**src/rtl/layer_16_12_16_16.sv**
```systemverilog
// rtl/layer_16_12_16_16.sv - streaming fully-connected layer y = ReLU(W*x), 16 outputs from 12 inputs
// Weights come from the W_INIT image, row-major, W[0][0] in the least significant word.
module layer_16_12_16_16 #(
    parameter int T = 16,
    parameter int N = 16,
    parameter int M = 12,
    parameter int P = 16,
    parameter logic [T*N*M-1:0] W_INIT = '0
) (
    input  logic         clk,
    input  logic         reset,
    input  logic         s_valid,
    input  logic         m_ready,
    input  logic [T-1:0] data_in,
    output logic         m_valid,
    output logic         s_ready,
    output logic [T-1:0] data_out
);
    localparam int AW = 2*T + 4;
    localparam int CW = $clog2(M + 1);
    localparam int JW = $clog2(M);
    localparam int OW = $clog2(N);
    localparam logic [CW-1:0] IN_FULL = CW'(M);
    localparam logic [JW-1:0] J_LAST = JW'(M - 1);
    localparam logic [OW-1:0] O_LAST = OW'(N - 1);
    localparam logic signed [AW-1:0] SAT_MAX = AW'((1 << (T - 1)) - 1);

    typedef enum logic [1:0] {IDLE, COMPUTE, WAITOUT} state_t;

    state_t                 state;
    logic signed [T-1:0]    in_buf [M];
    logic [CW-1:0]          in_cnt;
    logic [JW-1:0]          j_cnt;
    logic signed [AW-1:0]   acc [P];
    logic [T-1:0]           out_buf [N];
    logic [OW-1:0]          out_idx;
    logic                   rst_done;

    logic signed [T-1:0]    w_rom [P][M];
    logic signed [2*T-1:0]  prod [P];
    logic signed [AW-1:0]   acc_next [P];
    logic                   in_fire, out_fire, out_free;

    function automatic logic [T-1:0] relu_sat(input logic signed [AW-1:0] a);
        if (a < 0)
            return '0;
        else if (a > SAT_MAX)
            return {1'b0, {(T-1){1'b1}}};
        else
            return a[T-1:0];
    endfunction

    always_comb begin
        for (int i = 0; i < P; i++)
            for (int j = 0; j < M; j++)
                w_rom[i][j] = W_INIT[(i*M + j)*T +: T];
    end

    // Every lane sees the same broadcast x[j_cnt] and its own row weight.
    always_comb begin
        for (int i = 0; i < P; i++) begin
            prod[i]     = w_rom[i][j_cnt] * in_buf[j_cnt];
            acc_next[i] = acc[i] + {{(AW-2*T){prod[i][2*T-1]}}, prod[i]};
        end
    end

    assign s_ready  = rst_done && (in_cnt != IN_FULL);
    assign in_fire  = s_valid && s_ready;
    assign out_fire = m_valid && m_ready;
    assign out_free = !m_valid || (out_fire && out_idx == O_LAST);
    assign data_out = out_buf[0];

    always_ff @(posedge clk) begin
        if (reset) begin
            state    <= IDLE;
            in_cnt   <= '0;
            j_cnt    <= '0;
            out_idx  <= '0;
            m_valid  <= 1'b0;
            rst_done <= 1'b0;
            for (int k = 0; k < M; k++) in_buf[k] <= '0;
            for (int k = 0; k < P; k++) acc[k] <= '0;
            for (int k = 0; k < N; k++) out_buf[k] <= '0;
        end else begin
            rst_done <= 1'b1;
            if (in_fire) begin
                in_buf[in_cnt] <= data_in;
                in_cnt         <= in_cnt + 1'b1;
            end
            if (out_fire) begin
                for (int k = 0; k < N-1; k++) out_buf[k] <= out_buf[k+1];
                out_idx <= out_idx + 1'b1;
                if (out_idx == O_LAST)
                    m_valid <= 1'b0;
            end
            case (state)
                IDLE: begin
                    if (in_cnt == IN_FULL) begin
                        if (out_free) begin
                            state <= COMPUTE;
                            j_cnt <= '0;
                            for (int k = 0; k < P; k++) acc[k] <= '0;
                        end else begin
                            state <= WAITOUT;
                        end
                    end
                end
                WAITOUT: begin
                    if (out_free) begin
                        state <= COMPUTE;
                        j_cnt <= '0;
                        for (int k = 0; k < P; k++) acc[k] <= '0;
                    end
                end
                COMPUTE: begin
                    for (int k = 0; k < P; k++) acc[k] <= acc_next[k];
                    j_cnt <= j_cnt + 1'b1;
                    // Compute only starts with the output side free, so the buffer is empty here.
                    if (j_cnt == J_LAST) begin
                        state   <= IDLE;
                        in_cnt  <= '0;
                        m_valid <= 1'b1;
                        out_idx <= '0;
                        for (int k = 0; k < N; k++) out_buf[k] <= relu_sat(acc_next[k]);
                    end
                end
                default: state <= IDLE;
            endcase
        end
    end
endmodule

```
**config.mk**
```make
export PLATFORM = sky130hd
export DESIGN_NAME = layer_16_12_16_16
export DESIGN_NICKNAME = d
export VERILOG_FILES = /design/src/rtl/layer_16_12_16_16.sv
export SDC_FILE = /design/constraint.sdc
export NUM_CORES = 1
export LEC_CHECK = 0
export ABC_AREA = 0
export CORE_ASPECT_RATIO = 0.7
export CORE_MARGIN = 4
export CORE_UTILIZATION = 40
export CTS_CLUSTER_SIZE = 16
export DETAILED_ROUTE_END_ITERATION = 6
export GPL_TIMING_DRIVEN = 0
export PLACE_DENSITY = 0.75
export REMOVE_ABC_BUFFERS = 1
export SLEW_MARGIN = 20
export SYNTH_ARGS = -nofsm -noshare
export SYNTH_HDL_FRONTEND = slang
export SYNTH_SLANG_ARGS = --single-unit
```
**constraint.sdc**
```tcl
create_clock -name clk -period 3.5 [get_ports clk]
set_input_delay 0.7 -clock clk [delete_from_list [all_inputs] [get_ports clk]]
set_output_delay 0.7 -clock clk [all_outputs]
set_load 0.01 [all_outputs]
```
-- Word level (Yosys, flattened, before mapping)
Memories as Yosys holds them, arrays and structs flattened. A register that Yosys moved wholly into a read port is not among the register bits.
Index checks and enable logic that the tools add are counted.
- add/subtract/negate cells: 19
- multipliers: 1
- order comparisons: 33
- equal/unequal tests: 9
- multiplexer cells: 208
- bitwise operators: 80
- reductions and logical operators: 11
- operators with widths (operator ; number):
    $mux W16 ; 114
    $mux W36 ; 48
    $add A36 B36 Y36 ; 16
    $gt A36 B16 Y1 const B ; 16
    $lt A36 B1 Y1 const B ; 16
    $or A1 B1 Y1 ; 79
    $mux W4 ; 11
    $mul A16 B16 Y32 ; 1
    $mux W1 ; 29
    $reduce_or A16 Y1 ; 1
    $add A4 B1 Y4 const B ; 3
    $eq A4 B4 Y1 const B ; 3
    $pmux W4 S3 ; 1
    $mux W2 ; 4
    $ne A2 B2 Y1 const B ; 3
    $pmux W2 S3 ; 1
    $ge A5 B5 Y1 const B ; 1
    $not A4 Y5 ; 1
    $logic_and A1 B1 Y1 ; 4
    $ne A4 B4 Y1 const B ; 1
    $reduce_and A3 Y1 ; 1
    $reduce_bool A3 Y1 ; 1
    $eq A2 B1 Y1 const B ; 1
    $eq A2 B2 Y1 const B ; 1
    other kinds (4) ; 4
- register bits after elaboration: 16
- memory bits (writable): 1024
- memory bits (read-only): 256
- input port bits: 20
- output and inout bits: 18
- word-level logic and storage cells: 371
- memories: 4
- memory list (memory ; depth ; width ; read ports ; clocked after Yosys merged registers in ; wr ports ; RTL line ; text):
    acc ; 16 ; 36 ; 16 ; 0 ; 16 ; 34 ; logic signed [AW-1:0] acc [P];
    (name not given) ; 16 ; 16 ; 1 ; 0 ; 0 ; 62 ; prod[i] = w_rom[i][j_cnt] * in_buf[j_cnt];
    out_buf ; 16 ; 16 ; 16 ; 0 ; 16 ; 35 ; logic [T-1:0] out_buf [N];
    in_buf ; 12 ; 16 ; 1 ; 1 ; 12 ; 31 ; logic signed [T-1:0] in_buf [M];

-- Logic depth before layout (Yosys ltp)
Gate-level depths: netlist (run 1).
- depth in word-level cells: 13
- mapped depth: 5
- depth with buffers taken out: 5

-- Least setup slack after synthesis (run 1)
Ideal clock, no wire load.
- path kind: reg2out
- start point: register in_cnt[0]
- end point: output s_ready
- arrival time: 0.975 ns
- required time: 2.800 ns
- setup slack: 1.825 ns
- cell stages (with the launch flop): 5
- buffers on the path: 0
- cell sequence: dfxtp_1 -> inv_1 -> ha_1 -> nand3_1 -> and2_1
- longest elaborated chain between the ends: 2
- ends and longest elaborated chain (item ; RTL line ; text):
    start, declared ; 32 ; logic [CW-1:0] in_cnt;
    start signal, assigned ; 88 ; in_cnt <= in_cnt + 1'b1;
    $ne A4 B4 Y1 ; 67 ; assign s_ready = rst_done && (in_cnt != IN_FULL);
    $logic_and A1 B1 Y1 ; 67 ;
    end, declared ; 16 ; output logic s_ready,
Every way passes these cells.

-- Worst setup path in the final report (run 1)
Ends and elaborated chain as after synthesis.

==> metrics, run 1 <==
share of total power in the clock network 37.0%; Leak 0.349 nW; Setup TNS 0 ns; Hold Path Class flop to flop; Reg power frac 55.7%; routability cong. 0.736; Mean Syn Cell Area ~8.6 um2; CTS Buf Count 3; Pre-antenna DRT Iters 4; DRT antenna net count 0; die extent in y 48.5 um; min cycle time layout 2.62 ns; Worst R2R Path Depth 4; crit path capture type output port; Nets 138; sequential share of the synthesized area 34.2%; Tightest Pin Transition 0.638 ns; clock tree buffer depth 2; run status complete, no violations; CTS tree built; Rows 14; wirelength, routed 1730 um; cell-internal power 254 uW; # diodes 0; DR iter-0 viols 25; core area 0.00219 mm2; Slew HR 57.2%; Setup Viol. Count Final 0; pwr dens 343 mW/mm2; RSZ-0062 raised after global routing false; input/output buffers 5; synthesized instance count 109; fin crit share 74.9%; area added between synthesis and finish 3.88%; Adder-Cell Fraction of Synth Area 5.35%; crit start category flop; Via Count roughly 740; clock slew at reported path FFs 0.10 ns; clock skew 0.00204 ns; Compound-Gate Fraction of Synth Area between 15 and 20%; hold depth 2; ys flop type dfxtp_1; Post CTS Setup Buffer Count 0; largest family of logic cells by synthesized area simple AND/OR/NAND/NOR gates; area fraction of the dominant cell type after synthesis approximately a third; GRT Residual Overflow 0; Combinational Power Share approximately 7.3%; initial antenna violation count 0; Die Span X 65.8 um; dominant cells by area after synthesis dfxtp_1 (34%), buf_4 (13%), ha_1 (5.3%); number of library cell types mapped by synthesis 40; die area 0.00319 mm2; Max Cap Violations 0; hold slack between 0.4 and 0.5 ns; XOR/XNOR Fraction of Synth Area 2.81%; Placed Cells 141; Post-synth EDFFs 0; via/cell ratio slightly above 5; CTS Root Cell clkbuf_4; Yosys warning total 0; # hold bufs at CTS 0; async set or reset register ratio after synthesis 0%; simple-gate share of the synthesized area 21.8%; htree depth 1; largest net degree at the start of global routing 14; Clock Latency Late Sink just under 0.3 ns; GRT Total Usage 11.3%; Max Freq 381 MHz; first-pass GRT wire length 2900 um; post-CTS sizing 0; peak supply drop 0.243 mV; post-synthesis cell area 936 um2; layout cell share with drive strength beyond 1 just over 6%; drt drc 0; Seq cells post-synth 16; Worst Path Arrival 1.92 ns; final hold vios 0; Synth area leader dfxtp_1; Post-DP HPWL between 1000 and 1500 um; sw frac a little under a quarter; vias in the first global route ~660; wire length per cell 11.9 um; CP max FO 5; Worst Path Required 2.80 ns; Finished Layout Cells ~150; critical path class flop to output port; switching power 79.2 uW; Max Slew Vio Count 0; multiplexer share of the synthesized area 1.20%; Starting Density 42.7%; CTS sink cnt 16; # IOs 38
power groups by stage:
stage	Sequential, mW	Combinational [mW]	Clock [mW]
after floorplan	0.189	0.0152	0
after global placement	0.189	0.0230	0
after detailed placement	0.190	0.0235	0
after CTS	0.186	0.0236	0.128
after global routing	0.186	0.0273	0.140
final	0.186	0.0242	0.123
layout make-up:
| class | count | area [um2] |
|---|---|---|
| timing repair buffer | 5 | 50.0 |
| fill | 230 | 1220 |
| clock buffer | 4 | 36.3 |
| inverter | 4 | 15.0 |
| sequential | 16 | 320 |
| multi-input combinational | 84 | 510 |
| tap | 32 | 40.0 |
flip-flops by register name (all words and copies together) (netlist names):
signal and cells:
out_idx 4, rst_done 1, in_cnt 4, m_valid 1, j_cnt 4, state 2
layer usage:
| metal | wire length [um] | GRT usage (%) | up-vias | part of all wire [%] |
|---|---|---|---|---|
| li1 | - | - | 369 | - |
| met1 | 811 | 15.4 | 329 | 47 |
| met2 | 747 | 17.6 | 41 | 43 |
| met3 | 166 | 4.40 | 0 | 9.6 |
| met4 | 0 | 1.03 | 0 | 0 |
| met5 | 0 | 0 | - | 0 |
logic make-up (layout without fill, tap and decap cells):
family,Yosys count,count (layout)
compound gates,25,25
xor+xnor,3,3
fa+ha+maj,4,4
buf+inv,24,13
flops,16,16
mux,1,1
other cells,1,16
simple gates,35,35
per-stage QoR:
step	setup slack, ns	instance area, um2	power (mW)	utilization (%)
6_report	0.878	972	0.333	44.4
5_1_grt	0.795	972	0.354	44.4
4_1_cts	0.881	972	0.337	44.4
3_5_place_dp	1.22	936	0.213	42.7
3_3_place_gp	1.24	936	0.213	42.7
2_1_floorplan	1.83	846	0.204	-
final timing paths:
path	from	to	slack (ns)
worst max register to register	j_cnt[1]$_SDFFE_PP0P_	in_cnt[3]$_SDFF_PP0_	1.92
worst max-delay path	in_cnt[0]$_SDFF_PP0_	s_ready	0.88
worst min-delay path	out_idx[1]$_SDFF_PP0_	out_idx[1]$_SDFF_PP0_	0.50
worst min register to register	out_idx[1]$_SDFF_PP0_	out_idx[1]$_SDFF_PP0_	0.50
cells in the final DEF, fill, tap and decap left out, types with 4 or more instances in the layout:
master,n
conb_1,16
dfxtp_1,16
nand3_1,9
a21oi_1,9
nor2_1,5
clkdlybuf4s50_1,5
inv_1,4
nand2_1,4
o21ai_0,4
ha_1,4
worst max-delay path, stage by stage (launching register included):
cell and delay, ns:
dfxtp_1 0.42, inv_1 0.08, ha_1 0.25, nand3_1 0.20
and2_1 0.16, clkdlybuf4s50_1 0.52
cells in the mapped netlist (2+ instances only):
cell,instances
a21oi_1,9
nand4b_1,2
dfxtp_1,16
o21ai_0,4
buf_2,3
nand2_1,4
buf_4,16
inv_1,4
and2_1,3
ha_1,4
a211oi_1,2
nor2_1,5
xor2_1,2
nand3_1,9
Power figures use the tool's default switching activity.
==> run 2, diff against run 1 <==
==> constraint.sdc (replaced) <==
create_clock -name clk -period 2.6 [get_ports clk]
set_input_delay 0.52 -clock clk [delete_from_list [all_inputs] [get_ports clk]]
set_output_delay 0.52 -clock clk [all_outputs]
set_load 0.01 [all_outputs]
==> results of run 2 <==
The final DEF is identical to that of run 1. Status: complete, no violations.
Among the figures that moved: setup slack after placement 1.22 ns -> 0.496 ns; setup slack after layout 0.878 ns -> 0.158 ns; register-to-register setup slack 1.92 ns -> 1.02 ns; total power 0.333 mW -> 0.449 mW; worst IR drop on VDD 0.243 mV -> 0.327 mV
